$ cat config.mk
export PLATFORM = sky130hd
export DESIGN_NAME = pr_stage_hs
export DESIGN_NICKNAME = d
export VERILOG_FILES = /design/src/rtl/pr_stage_hs.sv
export SDC_FILE = /design/constraint.sdc
export NUM_CORES = 1
export LEC_CHECK = 0
export ABC_AREA = 1
export CAP_MARGIN = 20
export CORE_ASPECT_RATIO = 2
export CORE_MARGIN = 2
export CORE_UTILIZATION = 55
export DETAILED_ROUTE_END_ITERATION = 7
export PLACE_DENSITY = 0.85
export SKIP_CTS_REPAIR_TIMING = 1
export SLEW_MARGIN = 20
export SYNTH_ARGS = -nofsm -noshare
export SYNTH_HDL_FRONTEND = slang
export SYNTH_SLANG_ARGS = --single-unit
$ cat constraint.sdc
create_clock -name clk -period 4.7 [get_ports clk]
set_input_delay 0.94 -clock clk [delete_from_list [all_inputs] [get_ports clk]]
set_output_delay 0.94 -clock clk [all_outputs]
set_load 0.1 [all_outputs]
$ cat src/rtl/pr_stage_hs.sv
// Valid/ready pipeline register chain: DEPTH stages, each with a one-entry skid buffer and a synchronous flush.
// Optional macro PR_STAGE_DATA_CLR_EN: payload registers return to RST_VAL whenever their valid bit clears.
module pr_stage_hs #(
  parameter int                DATA_W  = 32,
  parameter int                DEPTH   = 1,
  parameter logic [DATA_W-1:0] RST_VAL = '0,
  localparam int               OCC_W   = $clog2(2*DEPTH+1)
) (
  input  logic              clk,
  input  logic              rst_n,
  input  logic              flush_i,
  input  logic              up_valid_i,
  output logic              up_ready_o,
  input  logic [DATA_W-1:0] up_data_i,
  output logic              dn_valid_o,
  input  logic              dn_ready_i,
  output logic [DATA_W-1:0] dn_data_o,
  output logic [OCC_W-1:0]  occupancy_o
);

  // Bit 0 = main valid, bit 1 = skid valid, so both flags are plain register bits.
  typedef enum logic [1:0] {
    ST_EMPTY = 2'b00,
    ST_FULL  = 2'b01,
    ST_SKID  = 2'b11
  } stage_st_e;

  localparam logic [OCC_W-1:0] OCC_ZERO = OCC_W'(0);
  localparam logic [OCC_W-1:0] OCC_ONE  = OCC_W'(1);

  logic              main_valid_s [DEPTH];
  logic              skid_valid_s [DEPTH];
  logic [DATA_W-1:0] main_data_s  [DEPTH];

  for (genvar k = 0; k < DEPTH; k++) begin : g_stage
    stage_st_e         state_r, state_s;
    logic [DATA_W-1:0] main_r, main_s;
    logic [DATA_W-1:0] skid_r, skid_s;
    logic              in_valid_s, out_ready_s;
    logic              in_fire_s, out_fire_s;
    logic [DATA_W-1:0] in_data_s;

    if (k == 0) begin : g_head
      assign in_valid_s = up_valid_i;
      assign in_data_s  = up_data_i;
    end else begin : g_body
      assign in_valid_s = main_valid_s[k-1];
      assign in_data_s  = main_data_s[k-1];
    end

    if (k == DEPTH-1) begin : g_tail
      assign out_ready_s = dn_ready_i;
    end else begin : g_link
      assign out_ready_s = ~skid_valid_s[k+1];
    end

    assign in_fire_s  = in_valid_s & ~state_r[1];
    assign out_fire_s = state_r[0] & out_ready_s;

    // Stage next-state and payload steering; flush wins over any fire.
    always_comb begin
      state_s = state_r;
      main_s  = main_r;
      skid_s  = skid_r;
      if (flush_i) begin
        state_s = ST_EMPTY;
`ifdef PR_STAGE_DATA_CLR_EN
        main_s  = RST_VAL;
        skid_s  = RST_VAL;
`endif
      end else begin
        case (state_r)
          ST_EMPTY: begin
            if (in_fire_s) begin
              state_s = ST_FULL;
              main_s  = in_data_s;
            end else begin
              state_s = ST_EMPTY;
            end
          end
          ST_FULL: begin
            if (in_fire_s && out_fire_s) begin
              state_s = ST_FULL;
              main_s  = in_data_s;
            end else if (in_fire_s) begin
              state_s = ST_SKID;
              skid_s  = in_data_s;
            end else if (out_fire_s) begin
              state_s = ST_EMPTY;
`ifdef PR_STAGE_DATA_CLR_EN
              main_s  = RST_VAL;
`endif
            end else begin
              state_s = ST_FULL;
            end
          end
          ST_SKID: begin
            if (out_fire_s) begin
              state_s = ST_FULL;
              main_s  = skid_r;
`ifdef PR_STAGE_DATA_CLR_EN
              skid_s  = RST_VAL;
`endif
            end else begin
              state_s = ST_SKID;
            end
          end
          default: begin
            // Unreachable encoding 2'b10: drop back to a clean empty stage.
            state_s = ST_EMPTY;
            main_s  = RST_VAL;
            skid_s  = RST_VAL;
          end
        endcase
      end
    end

    // Stage state and payload registers.
    always_ff @(posedge clk or negedge rst_n) begin
      if (!rst_n) begin
        state_r <= ST_EMPTY;
        main_r  <= RST_VAL;
        skid_r  <= RST_VAL;
      end else begin
        state_r <= state_s;
        main_r  <= main_s;
        skid_r  <= skid_s;
      end
    end

    assign main_valid_s[k] = state_r[0];
    assign skid_valid_s[k] = state_r[1];
    assign main_data_s[k]  = main_r;
  end

  logic             up_fire_s, dn_fire_s;
  logic [OCC_W-1:0] occ_r, occ_s;

  assign up_ready_o = ~skid_valid_s[0];
  assign dn_valid_o = main_valid_s[DEPTH-1];
  assign dn_data_o  = main_data_s[DEPTH-1];

  assign up_fire_s = up_valid_i & up_ready_o;
  assign dn_fire_s = dn_valid_o & dn_ready_i;

  // Occupancy tracks up/down fires and is forced to zero by flush.
  always_comb begin
    occ_s = occ_r;
    if (flush_i) begin
      occ_s = OCC_ZERO;
    end else if (up_fire_s && !dn_fire_s) begin
      occ_s = occ_r + OCC_ONE;
    end else if (!up_fire_s && dn_fire_s) begin
      occ_s = occ_r - OCC_ONE;
    end else begin
      occ_s = occ_r;
    end
  end

  // Occupancy register.
  always_ff @(posedge clk or negedge rst_n) begin
    if (!rst_n) begin
      occ_r <= OCC_ZERO;
    end else begin
      occ_r <= occ_s;
    end
  end

  assign occupancy_o = occ_r;

endmodule

==> flow_summary.toml <==
[clock_tree]
clockRootBuffer = "clkbuf_16"
clock_path_buffers = 2
cts_max_level = 3
path_clk_slew_ps = 50
insertion_delay_ps = 330
tritoncts = "built"
cts_buffers = 9
clkSinkCount = 68

[timing]
slew_viol_final = 0
max_slew_margin_pct = 25.3
hold_ws_ps = 472
hold_violations = 0
setup_slack_ps = 1700
rsz0062_at_grt = "false"
finalCritPeriodShare_pct = 63.7
worst-slew-pin-transition_ps = 1120
skew_ps = 4.23
setup_viol = 0
min_period_ps = 3000
fmax_ghz = 0.334
setup_tns_ps = 0

[die]
die_h_um = 116
top_level_ports = 73
rows = 40
coreArea_um2 = 6010
die_area_um2 = 6910
die_w_um = 59.8
floorplan.initialDensity_pct = 57.0

[routing]
drt_first_pass_iters = 4
wl_met3_um = 578
wl_per_cell_um = 16.4
drt_iter0_drc = 314
dr.max_layer_used = "met4"
routed_via_density = 5.82
wl_met1_um = 3500
drc = 0
dr_wl_met2_um = 4870
antenna_left = 0
wl_um = 9220
vias = 3275

[place]
gp_congestion = 0.875
dpl_worst_slack_ps = 1610
portBuffers = 72
dp_cells = 548
place.detailed.hpwl_um = 5530
place_area_um2 = 4080

[critical_path]
crit_required_ps = 3760
rr_startpoint = "g_stage[0].state_r[1]"
cp-end-kind = "output port"
critPathKind = "register to output port"
crit_slowest_cell = "clkdlybuf4s50_1"
cp-startpoint = "g_stage[0].state_r[1]"
crit_path_max_fanout = 4
slowest_delay_ps = 1160
cp.arrival_ps = 2060
setup.worst_path.start_class = "register"
cpLargestDelayFamily = "buffers and inverters"
critical_path.cell_chain = "inv_1, clkdlybuf4s50_1"
worst-path-buf-inv = 2

[layout]
antenna_cells = 0
fin_cells = 563
area_growth_pct = 28.1
fillers = 456
final_util_pct = 73.0
nets = 537
stdcell_area_um2 = 4380
layout-drive-gt1-share_pct = 6.20

[synth]
synth_seq_cells = 68
postSynthAreaPerCell_um2 = 7.76
ys_seq_area_share_pct = 49.7
syn-num-nets = 482
synthCells = 441
synthesis.area_um2 = 3420
yosys_warnings = 0
ys_types = 23

[global_routing]
grt_overflow = 0
antenna_found_initial = 0
grt_pass1_vias = 3302
grt_first_pass_wirelength_um = 15100
grt_max_degree = 40
grt_usage_pct = 28.6

[outcome]
status = "finished clean"

[hold_path]
min_path_type = "register to register"
hp-start = "g_stage[0].skid_r[27]"

[power_and_ir_drop]
ir_worst_vdd_uv = 316
powerDensity_nw_per_um2 = 610
p_leak_nw = 2.18
p_total_mw = 2.67

[flow_run]
drv_cap = 0
## worst min-delay path, delay by kind of cell (launching register included)
family | cells | cell delay [ps]
DFF | 1 | 340
and+or+nand+nor | 2 | 100
## power breakdown
group | switching (mW) | leakage (nW) | internal (mW) | total, mW
Clock | 0.243 | 0.148 | 0.459 | 0.702
Sequential | 0.0734 | 0.899 | 0.708 | 0.781
Combinational | 0.927 | 1.14 | 0.262 | 1.19
Total | 1.24 | 2.18 | 1.43 | 2.67
## cell usage in the layout (no fill, tap or decap), drive strengths merged, types with 4 or more instances in the layout
cell and n:
nand2 215, clkdlybuf4s50 71, a21oi 34, clkbuf 10, nand4 33, dfrtp 68
inv 11, o21ai 33, ha 4, nor2 6, buf 6
## synthesized netlist by cell type
| library cell | instances | share of area [%] |
|---|---|---|
| o21ai_0 | 6 | 0.88 |
| o21bai_1 | 1 | 0.22 |
| inv_2 | 2 | 0.22 |
| o21ai_1 | 27 | 3.9 |
| buf_6 | 2 | 0.66 |
| ha_1 | 4 | 1.5 |
| xnor2_1 | 1 | 0.26 |
| nand3_1 | 1 | 0.15 |
| nand2_2 | 2 | 0.37 |
| nand2_1 | 210 | 23 |
| nand2_4 | 3 | 0.99 |
| clkbuf_1 | 12 | 1.3 |
| nor2_2 | 1 | 0.18 |
| buf_4 | 6 | 1.3 |
| nand4_1 | 33 | 6.0 |
| inv_1 | 9 | 0.99 |
| or2_2 | 1 | 0.18 |
| a21oi_1 | 34 | 5.0 |
| nor2_8 | 1 | 0.58 |
| nor2_1 | 3 | 0.33 |
| buf_2 | 13 | 1.9 |
| nor2_4 | 1 | 0.33 |
| dfrtp_1 | 68 | 50 |
## worst paths after layout
check	to	slack, ps	cells past startpoint
setup / recovery	up_ready_o	1700	2
hold / removal	g_stage[0].skid_r[27]	470	2
setup reg to reg	g_stage[0].skid_r[9]	2210	8
hold reg to reg	g_stage[0].skid_r[27]	470	2
max in group asynchronous	dn_data_o[15]	3070	2
min in group asynchronous	g_stage[0].skid_r[19]	650	1
## routing by layer
| metal | vias to the layer above | global-route usage [%] |
|---|---|---|
| met1 | 1559 | 35.5 |
| met4 | 0 | 15.6 |
| met5 | - | 0 |
| met3 | 26 | 5.36 |
| met2 | 148 | 45.9 |
| li1 | 1542 | - |
## state kept, by name, summed over array words and instances, names as in the netlist
signal	count
g_stage.state_r	2
occupancy_o	2
g_stage.skid_r	32
dn_data_o	32
## cell families (layout without fill, tap and decap cells)
kind of cell	count (synthesis)	in the layout	synth area share [%]
xor+xnor	1	1	0.256
compound gates	68	68	10.0
simple gates	256	256	32.2
flops	68	68	49.7
buf+inv	44	103	6.40
fa+ha+maj	4	4	1.46
## cell type report
class,instances,area (um2),share of cell area [%]
clock buffers,10,229,5.22
clock inverters,5,77.6,1.77
multi-input cells,329,1500,34.3
well taps,63,78.8,1.80
repair buffers,77,753,17.2
flip-flops and latches,68,1700,38.8
inverters,11,41.3,0.942
(Power assumes the default switching activity.)
